<file path="src/rtl/pwm_duty_ramp_ctrl_if.sv">
// Fade-command handshake between the SPI register layer (master) and the
// duty ramp controller (slave).
interface pwm_duty_ramp_ctrl_if;
    logic       cmd_valid;
    logic       cmd_ready;
    logic [1:0] cmd_ch;
    logic [7:0] cmd_target;
    logic [7:0] cmd_step;

    modport master (
        output cmd_valid,
        output cmd_ch,
        output cmd_target,
        output cmd_step,
        input  cmd_ready
    );

    modport slave (
        input  cmd_valid,
        input  cmd_ch,
        input  cmd_target,
        input  cmd_step,
        output cmd_ready
    );
endinterface

</file>
<file path="src/rtl/pwm_duty_ramp_ctrl.sv">
// Ramps four PWM duty registers toward commanded targets using one shared step unit
// scanned round-robin. Optional sticky done interrupt: define PWM_RAMP_IRQ_EN.
module pwm_duty_ramp_ctrl #(
    parameter int unsigned NUM_CH     = 4,
    parameter logic [7:0]  RESET_DUTY = 8'h00
) (
    input  logic                  clk,
    input  logic                  rst_n,
    input  logic [7:0]            tick_div,
    pwm_duty_ramp_ctrl_if.slave   cmd,
    output logic [8*NUM_CH-1:0]   duty_out,
    output logic [NUM_CH-1:0]     busy,
    output logic [NUM_CH-1:0]     done
`ifdef PWM_RAMP_IRQ_EN
    ,
    input  logic                  irq_clr,
    output logic                  irq
`endif
);

    typedef enum logic [0:0] {StIdle, StScan} state_e;

    state_e      state_q, state_d;
    logic [1:0]  idx_q, idx_d;
    logic        pending_q, pending_d;
    logic [7:0]  cnt_q, cnt_d;
    logic        tick;
    logic        cmd_fire;
    logic        svc_en;

    logic [7:0]        duty_q   [NUM_CH];
    logic [7:0]        duty_d   [NUM_CH];
    logic [7:0]        target_q [NUM_CH];
    logic [7:0]        target_d [NUM_CH];
    logic [7:0]        step_q   [NUM_CH];
    logic [7:0]        step_d   [NUM_CH];
    logic [NUM_CH-1:0] busy_q, busy_d;
    logic [NUM_CH-1:0] done_q, done_d;

    logic [7:0] svc_duty, svc_tgt, svc_step, svc_diff, svc_new;
    logic [8:0] svc_sum;

    assign tick  = (cnt_q == tick_div);
    assign cnt_d = tick ? 8'd0 : cnt_q + 8'd1;

    // State register
    always_ff @(posedge clk or negedge rst_n) begin
        if (!rst_n) begin
            state_q   <= StIdle;
            idx_q     <= 2'd0;
            pending_q <= 1'b0;
            cnt_q     <= 8'd0;
        end else begin
            state_q   <= state_d;
            idx_q     <= idx_d;
            pending_q <= pending_d;
            cnt_q     <= cnt_d;
        end
    end

    // Next-state logic; a tick landing on the last scan slot counts as pending
    always_comb begin
        state_d   = state_q;
        idx_d     = idx_q;
        pending_d = pending_q;
        unique case (state_q)
            StIdle: begin
                if (tick) begin
                    state_d = StScan;
                    idx_d   = 2'd0;
                end
            end
            StScan: begin
                idx_d = idx_q + 2'd1;
                if (idx_q == 2'd3) begin
                    pending_d = 1'b0;
                    if (!(pending_q || tick)) begin
                        state_d = StIdle;
                    end
                end else if (tick) begin
                    pending_d = 1'b1;
                end
            end
            default: state_d = StIdle;
        endcase
    end

    // Output logic
    always_comb begin
        cmd.cmd_ready = (state_q == StIdle);
        svc_en        = (state_q == StScan);
        cmd_fire      = cmd.cmd_valid && (state_q == StIdle);
    end

    // Shared step unit; both directions clamp at the target so no wrap is possible
    always_comb begin
        svc_duty = duty_q[idx_q];
        svc_tgt  = target_q[idx_q];
        svc_step = step_q[idx_q];
        svc_sum  = {1'b0, svc_duty} + {1'b0, svc_step};
        svc_diff = svc_duty - svc_tgt;
        svc_new  = svc_duty;
        if (svc_step == 8'd0) begin
            svc_new = svc_tgt;
        end else if (svc_duty < svc_tgt) begin
            svc_new = (svc_sum >= {1'b0, svc_tgt}) ? svc_tgt : svc_sum[7:0];
        end else if (svc_duty > svc_tgt) begin
            svc_new = (svc_diff <= svc_step) ? svc_tgt : svc_duty - svc_step;
        end
    end

    // Service and command updates are mutually exclusive (SCAN vs IDLE)
    always_comb begin
        duty_d   = duty_q;
        target_d = target_q;
        step_d   = step_q;
        busy_d   = busy_q;
        done_d   = '0;
        if (svc_en) begin
            duty_d[idx_q] = svc_new;
            if (busy_q[idx_q] && (svc_new == svc_tgt)) begin
                busy_d[idx_q] = 1'b0;
                done_d[idx_q] = 1'b1;
            end
        end
        if (cmd_fire) begin
            target_d[cmd.cmd_ch] = cmd.cmd_target;
            step_d[cmd.cmd_ch]   = cmd.cmd_step;
            busy_d[cmd.cmd_ch]   = (cmd.cmd_target != duty_q[cmd.cmd_ch]);
        end
    end

    always_ff @(posedge clk or negedge rst_n) begin
        if (!rst_n) begin
            for (int i = 0; i < NUM_CH; i++) begin
                duty_q[i]   <= RESET_DUTY;
                target_q[i] <= RESET_DUTY;
                step_q[i]   <= 8'd0;
            end
            busy_q <= '0;
            done_q <= '0;
        end else begin
            duty_q   <= duty_d;
            target_q <= target_d;
            step_q   <= step_d;
            busy_q   <= busy_d;
            done_q   <= done_d;
        end
    end

    always_comb begin
        duty_out = '0;
        for (int i = 0; i < NUM_CH; i++) begin
            duty_out[8*i +: 8] = duty_q[i];
        end
        busy = busy_q;
        done = done_q;
    end

`ifdef PWM_RAMP_IRQ_EN
    logic irq_q, irq_d;

    // A done pulse overrides a simultaneous clear
    always_comb begin
        irq_d = (irq_q && !irq_clr) || (|done_q);
        irq   = irq_q || (|done_q);
    end

    always_ff @(posedge clk or negedge rst_n) begin
        if (!rst_n) begin
            irq_q <= 1'b0;
        end else begin
            irq_q <= irq_d;
        end
    end
`endif

endmodule

</file>
<file path="src/flat_wrapper.sv">
// flat-port wrapper written by rule: the top's interface ports become plain ports
module pwm_duty_ramp_ctrl_flat 
#(
    parameter int unsigned NUM_CH     = 4,
    parameter logic [7:0]  RESET_DUTY = 8'h00
)
  (clk, rst_n, tick_div, duty_out, busy, done, cmd_cmd_valid, cmd_cmd_ch, cmd_cmd_target, cmd_cmd_step, cmd_cmd_ready);
  pwm_duty_ramp_ctrl_if cmd_i ();
  input  logic clk;
  input  logic rst_n;
  input  logic [7:0] tick_div;
  output logic [8*NUM_CH-1:0] duty_out;
  output logic [NUM_CH-1:0] busy;
  output logic [NUM_CH-1:0] done;
  input wire logic [$bits(cmd_i.cmd_valid)-1:0] cmd_cmd_valid;
  input wire logic [$bits(cmd_i.cmd_ch)-1:0] cmd_cmd_ch;
  input wire logic [$bits(cmd_i.cmd_target)-1:0] cmd_cmd_target;
  input wire logic [$bits(cmd_i.cmd_step)-1:0] cmd_cmd_step;
  output wire logic [$bits(cmd_i.cmd_ready)-1:0] cmd_cmd_ready;
  assign cmd_i.cmd_valid = cmd_cmd_valid;
  assign cmd_i.cmd_ch = cmd_cmd_ch;
  assign cmd_i.cmd_target = cmd_cmd_target;
  assign cmd_i.cmd_step = cmd_cmd_step;
  assign cmd_cmd_ready = cmd_i.cmd_ready;
  pwm_duty_ramp_ctrl #(.NUM_CH(NUM_CH), .RESET_DUTY(RESET_DUTY)) u_core (.clk(clk), .rst_n(rst_n), .tick_div(tick_div), .cmd(cmd_i), .duty_out(duty_out), .busy(busy), .done(done));
endmodule
</file>
<file path="config.mk">
export PLATFORM = sky130hd
export DESIGN_NAME = pwm_duty_ramp_ctrl_flat
export DESIGN_NICKNAME = d
export VERILOG_FILES = /design/src/rtl/pwm_duty_ramp_ctrl_if.sv /design/src/rtl/pwm_duty_ramp_ctrl.sv /design/src/flat_wrapper.sv
export SDC_FILE = /design/constraint.sdc
export NUM_CORES = 1
export LEC_CHECK = 0
export ABC_AREA = 1
export CAP_MARGIN = 40
export CORE_ASPECT_RATIO = 1.5
export CORE_MARGIN = 3
export CORE_UTILIZATION = 40
export CTS_CLUSTER_DIAMETER = 30
export DETAILED_ROUTE_END_ITERATION = 8
export GPL_TIMING_DRIVEN = 0
export HOLD_SLACK_MARGIN = 0.02
export PLACE_DENSITY_LB_ADDON = 0.2
export REMOVE_ABC_BUFFERS = 1
export SLEW_MARGIN = 20
export SYNTH_ARGS = -nofsm -noshare
export SYNTH_HDL_FRONTEND = slang
export SYNTH_SLANG_ARGS = --single-unit
</file>
<file path="constraint.sdc">
create_clock -name clk -period 8.8 [get_ports clk]
set_input_delay 1.76 -clock clk [delete_from_list [all_inputs] [get_ports clk]]
set_output_delay 1.76 -clock clk [all_outputs]
set_load 0.02 [all_outputs]
</file>
==> flow_metrics.py, run 1 <==
metrics = {
    "run_status": {
        "status": "finished clean",
    },
    "global_routing": {
        "grt_pass1_wl_um": 36200,
        "track_usage_pct": 21.5,
        "grt_max_degree": 69,
        "grt-ovfl-total": 0,
        "first_global_vias": 6946,
        "antenna_found_initial": 0,
    },
    "setup_path": {
        "critPathSlowestCell": "dfrtp_4",
        "arrival_ns": 6.44,
        "critical_path_class": "reg2reg",
        "worst_setup_path_end_kind": "flop",
        "reg2regPathDepth": 29,
        "cp_common_cell": "nand2_1",
        "max_stage_delay_ns": 0.75,
        "crit_fanout": 68,
        "worstPathRequired_ns": 9.10,
        "cp-start-kind": "flop",
    },
    "drt": {
        "post_drt_via_cell_ratio": 5.08,
        "drc": 0,
        "drtIter0Drc": 491,
        "drt_pass1_iterations": 6,
        "wl_per_cell_um": 16.0,
        "num_vias": 7123,
        "antenna_left": 0,
        "routed_wl_um": 22400,
    },
    "sta": {
        "setup_tns_ns": 0,
        "final_hold_viol_count": 0,
        "max_freq_mhz": 163,
        "timing.final.crit_period_ns": 6.14,
        "setup_ws_ns": 2.66,
        "fin_skew_ns": 0.0106,
        "setup_viol": 0,
        "relSlewSlack_pct": 42.0,
        "finalCritPeriodShare_pct": 69.8,
        "grt_setup_unrepaired": "no",
        "drv_slew": 0,
        "tightest_slew_ns": 0.867,
    },
    "clock_network": {
        "clock_path_buffers": 2,
        "cts_buffers": 17,
        "cts-root-buf": "clkbuf_16",
        "cts-resized-gates": 0,
        "worstSkewPairLatency_ns": 0.41,
        "clock_sinks": 116,
        "cts_hold_buf": 0,
        "path_clk_slew_ns": 0.06,
        "tritoncts": "built",
        "post_cts_buffers": 0,
        "cts-htree-levels": 4,
    },
    "min_path": {
        "holdPathStages": 2,
        "hold_class": "reg2reg",
    },
    "floorplanning": {
        "die-area_mm2": 0.0215,
        "initial_core_util_pct": 41.0,
        "die-height_um": 178,
        "chipWidth_um": 121,
        "placementRows": 62,
        "core_area_mm2": 0.0193,
        "pin_count": 70,
    },
    "logic_synthesis": {
        "synth.largest_area_cell": "dfrtp_1",
        "ys_async_sr_fraction_pct": 100,
        "synth-edff-count": 0,
        "synthTopCellsByArea": "dfrtp_1, nand2_1, ha_1, o21ai_0, inv_1",
        "synth_ff_type": "dfrtp_1",
        "synth-seq-cells": 116,
        "ys_warn_count": 0,
        "synthTopCellsByCount": "nand2_1, inv_1, dfrtp_1",
        "synth_top_area_share_pct": 36.7,
        "avgSynthCellArea_um2": 7.35,
        "syn-cell-area_mm2": 0.00791,
        "synthDistinctLibCells": 48,
        "synth_cells": 1076,
        "synth_most_common_cell": "nand2_1",
        "seq_area_frac_synth_pct": 36.7,
    },
    "placement": {
        "routabilityCongestion": 0.903,
        "pre_cts_slack_ns": 2.74,
        "io_buffer_count": 69,
        "dp_hpwl_um": 16900,
    },
    "run": {
        "drv_cap": 0,
    },
    "cells_and_area": {
        "drive_above_1_share_pct": 7.42,
        "n_antenna_cell": 0,
        "post-route-util_pct": 48.3,
        "area_growth_pct": 18.1,
        "fin_nets": 1208,
    },
}
## routing by layer
metal	GRT usage, %	vias to the layer above	share of wire (%)
li1	-	3573	-
met1	26.8	3364	44
met2	38.1	155	51
met3	1.94	31	2.5
met4	8.70	0	2.9
met5	0	-	0
## through the flow
step,area [um2],std cells,hold slack (ns)
finish,9340,1401,0.482
global route,9340,1401,0.505
CTS,9340,1401,0.486
detailed placement,8790,1369,0.473
global placement,8660,1362,0.465
floorplan,7650,1037,0.453
## flip-flops by register name (all words and copies together), names as in the netlist
name,flops
u_core.duty_out,32
u_core.busy,4
u_core.done,4
u_core.pending_q,1
u_core.idx_q,2
u_core.cnt_q,8
u_core.step_q,32
u_core.target_q,32
u_core.state_q,1
## cell families after synthesis
family	count (synthesis)	synth area share, %
xor+xnor	29	3.21
simple gates	500	27.2
fa+ha+maj	47	7.72
compound gates	197	14.9
buf+inv	187	10.3
flops	116	36.7
## layout make-up
class | count | area (um2)
clock buffers | 19 | 443
clock inverters | 13 | 101
fillers | 1954 | 9980
inverters | 148 | 558
multi-input cells | 773 | 4200
flip-flops and latches | 116 | 2910
well taps | 256 | 320
repair buffers | 76 | 812
## final timing paths
check / to / start / slack (ns)
max: u_core.busy[1] / u_core.idx_q[0] / 2.66
min: u_core.step_q[8] / u_core.step_q[8] / 0.48
max reg2reg: u_core.busy[1] / u_core.idx_q[0] / 2.66
min reg2reg: u_core.step_q[8] / u_core.step_q[8] / 0.48
max in group asynchronous: u_core.idx_q[0] / rst_n / 6.74
min in group asynchronous: u_core.duty_out[6] / rst_n / 1.34
## critical path, delay by kind of cell (launching register included)
kind / cells / cell delay (ns)
AOI/OAI and AO/OA: 6 / 1.70
adders and majority gates: 2 / 0.61
and+or+nand+nor: 18 / 1.83
buffers and inverters: 2 / 0.91
xor gates and xnor gates: 1 / 0.16
DFF: 1 / 0.75
## layout by cell type, fill, tap and decap left out, types with 10 or more instances in the layout
cell / n
nand2_2: 11
nand3_1: 58
ha_1: 44
o21ai_0: 105
xor2_1: 17
a22oi_1: 10
a21oi_1: 44
nand4_1: 14
nor2_1: 50
clkdlybuf4s50_1: 68
clkbuf_16: 17
xnor2_1: 12
nand2_1: 345
inv_1: 138
dfrtp_1: 115
Power of run 1 is not shown: default switching activity piles up to over one toggle a cycle in this logic, so the estimate is an artifact.
==> inputs of run 2 (changes only) <==
==> constraint.sdc (replaced) <==
create_clock -name clk -period 6.1 [get_ports clk]
set_input_delay 1.22 -clock clk [delete_from_list [all_inputs] [get_ports clk]]
set_output_delay 1.22 -clock clk [all_outputs]
set_load 0.02 [all_outputs]
==> flow_metrics.py, run 2 (synthesis gave the netlist of run 1 again) <==
metrics = {
    "run_status": {
        "status": "finished clean",
    },
    "setup_path": {
        "critPathSlowestCell": "dfrtp_1",
        "cp-start-kind": "flop",
        "critical_path_class": "reg2reg",
        "r2r-start": "u_core.idx_q[1]",
        "worstPathRequired_ns": 6.41,
        "ff2ff_setup_slack_ns": 0.50,
        "arrival_ns": 5.91,
        "reg2regPathDepth": 30,
        "r2r_end": "u_core.busy[1]",
        "max_stage_delay_ns": 0.59,
        "worst_setup_path_end_kind": "flop",
        "crit_fanout": 30,
        "cp_common_cell": "nand2_1",
    },
    "floorplanning": {
        "pin_count": 70,
        "die-height_um": 178,
        "core_area_mm2": 0.0193,
        "placementRows": 62,
        "chipWidth_um": 121,
        "initial_core_util_pct": 41.0,
        "die-area_mm2": 0.0215,
    },
    "clock_network": {
        "tritoncts": "built",
        "worstSkewPairLatency_ns": 0.42,
        "cts_buffers": 17,
        "path_clk_slew_ns": 0.06,
        "cts-root-buf": "clkbuf_16",
        "cts-htree-levels": 4,
        "clock_sinks": 116,
        "clock_path_buffers": 2,
    },
    "sta": {
        "setup_viol": 0,
        "relSlewSlack_pct": 41.3,
        "finalCritPeriodShare_pct": 91.9,
        "hold_ws_ns": 0.482,
        "setup_ws_ns": 0.495,
        "setup_tns_ns": 0,
        "drv_slew": 0,
        "grt_setup_unrepaired": "no",
        "max_freq_mhz": 178,
        "tightest_slew_ns": 0.878,
        "fin_skew_ns": 0.0122,
        "timing.final.crit_period_ns": 5.60,
        "final_hold_viol_count": 0,
    },
    "drt": {
        "top_layer": "met4",
        "antenna_left": 0,
        "drc": 0,
        "post_drt_via_cell_ratio": 5.08,
        "routed_wl_um": 22400,
        "drt-met1-wl_um": 9570,
        "wl_per_cell_um": 16.0,
        "drt_pass1_iterations": 6,
        "wl_met2_um": 11400,
        "routed-wl-met3_um": 665,
        "drtIter0Drc": 509,
        "num_vias": 7117,
    },
    "min_path": {
        "whs_endpoint": "u_core.target_q[27]",
        "min-delay-start": "u_core.target_q[27]",
        "hold_class": "reg2reg",
        "holdPathStages": 2,
    },
    "global_routing": {
        "grt-ovfl-total": 0,
        "track_usage_pct": 21.5,
        "first_global_vias": 6946,
        "grt_pass1_wl_um": 36200,
        "antenna_found_initial": 0,
        "grt_max_degree": 69,
    },
    "placement": {
        "io_buffer_count": 69,
        "pre_cts_slack_ns": 0.0385,
        "routabilityCongestion": 0.903,
        "dp_hpwl_um": 16900,
    },
    "cells_and_area": {
        "fin_nets": 1208,
        "drive_above_1_share_pct": 7.42,
        "n_antenna_cell": 0,
        "mostFrequentLayoutCell": "nand2_1",
        "area_growth_pct": 18.2,
        "nFillCells": 1953,
        "final_cell_mix": "nand2_1, inv_1, dfrtp_1",
    },
    "run": {
        "drv_cap": 0,
    },
}
## run 2: metal layers
| layer | GRT usage [%] | vias to the layer above |
|---|---|---|
| li1 | - | 3580 |
| met1 | 26.8 | 3358 |
| met2 | 38.1 | 148 |
| met3 | 1.94 | 31 |
| met4 | 8.70 | 0 |
| met5 | 0 | - |
## run 2: worst max-delay path by stage
stage,from,depth (start not counted),end
floorplan,u_core.idx_q[0],29,u_core.busy[3]
global placement,u_core.idx_q[0],29,u_core.busy[1]
global route,u_core.idx_q[0],29,u_core.busy[1]
finish,u_core.idx_q[1],30,u_core.busy[1]
CTS,u_core.idx_q[0],29,u_core.busy[1]
detailed placement,u_core.idx_q[0],29,u_core.busy[1]
## run 2: final cells by class
cell class	instances	area [um2]	share of cell area, %
clock buffer	19	443	4.74
clock inverter	13	101	1.08
inverter	148	568	6.08
sequential	116	2910	31.1
tap	256	320	3.43
multi-input combinational	773	4200	44.9
timing repair buffer	76	812	8.69
## run 2: repair_timing
action                                  CTS  global route
setup buffers                             0             0
endpoints found under the setup margin    0            38
hold buffers                              0             0
gates resized for setup                   0             7
## run 2: through the flow
step           cell area [um2]  instances  util [%]
2_1_floorplan             7650       1037         -
4_1_cts                   9340       1401      48.3
3_5_place_dp              8790       1369      45.5
6_report                  9350       1401      48.4
3_3_place_gp              8660       1362      44.9
5_1_grt                   9350       1401      48.4
## run 2: critical path, delay by kind of cell (launching register included)
kind,cells,cell delay (ns)
fa+ha+maj,2,0.64
simple gates,18,2.13
buf+inv,3,0.77
compound gates,6,1.18
flops,1,0.59
xor+xnor,1,0.13
Power of run 2 is left out for the same reason.
==> inputs of run 3 (changes only) <==
--- a/config.mk
+++ b/config.mk
@@ -12,6 +12,7 @@
 export CORE_UTILIZATION = 40
 export CTS_CLUSTER_DIAMETER = 30
 export DETAILED_ROUTE_END_ITERATION = 8
+export GPL_ROUTABILITY_DRIVEN = 0
 export GPL_TIMING_DRIVEN = 0
 export HOLD_SLACK_MARGIN = 0.02
 export PLACE_DENSITY_LB_ADDON = 0.2
==> results of run 3 <==
Final layout, timing and power as in run 2 (identical DEF).
Power of run 3 is left out for the same reason.
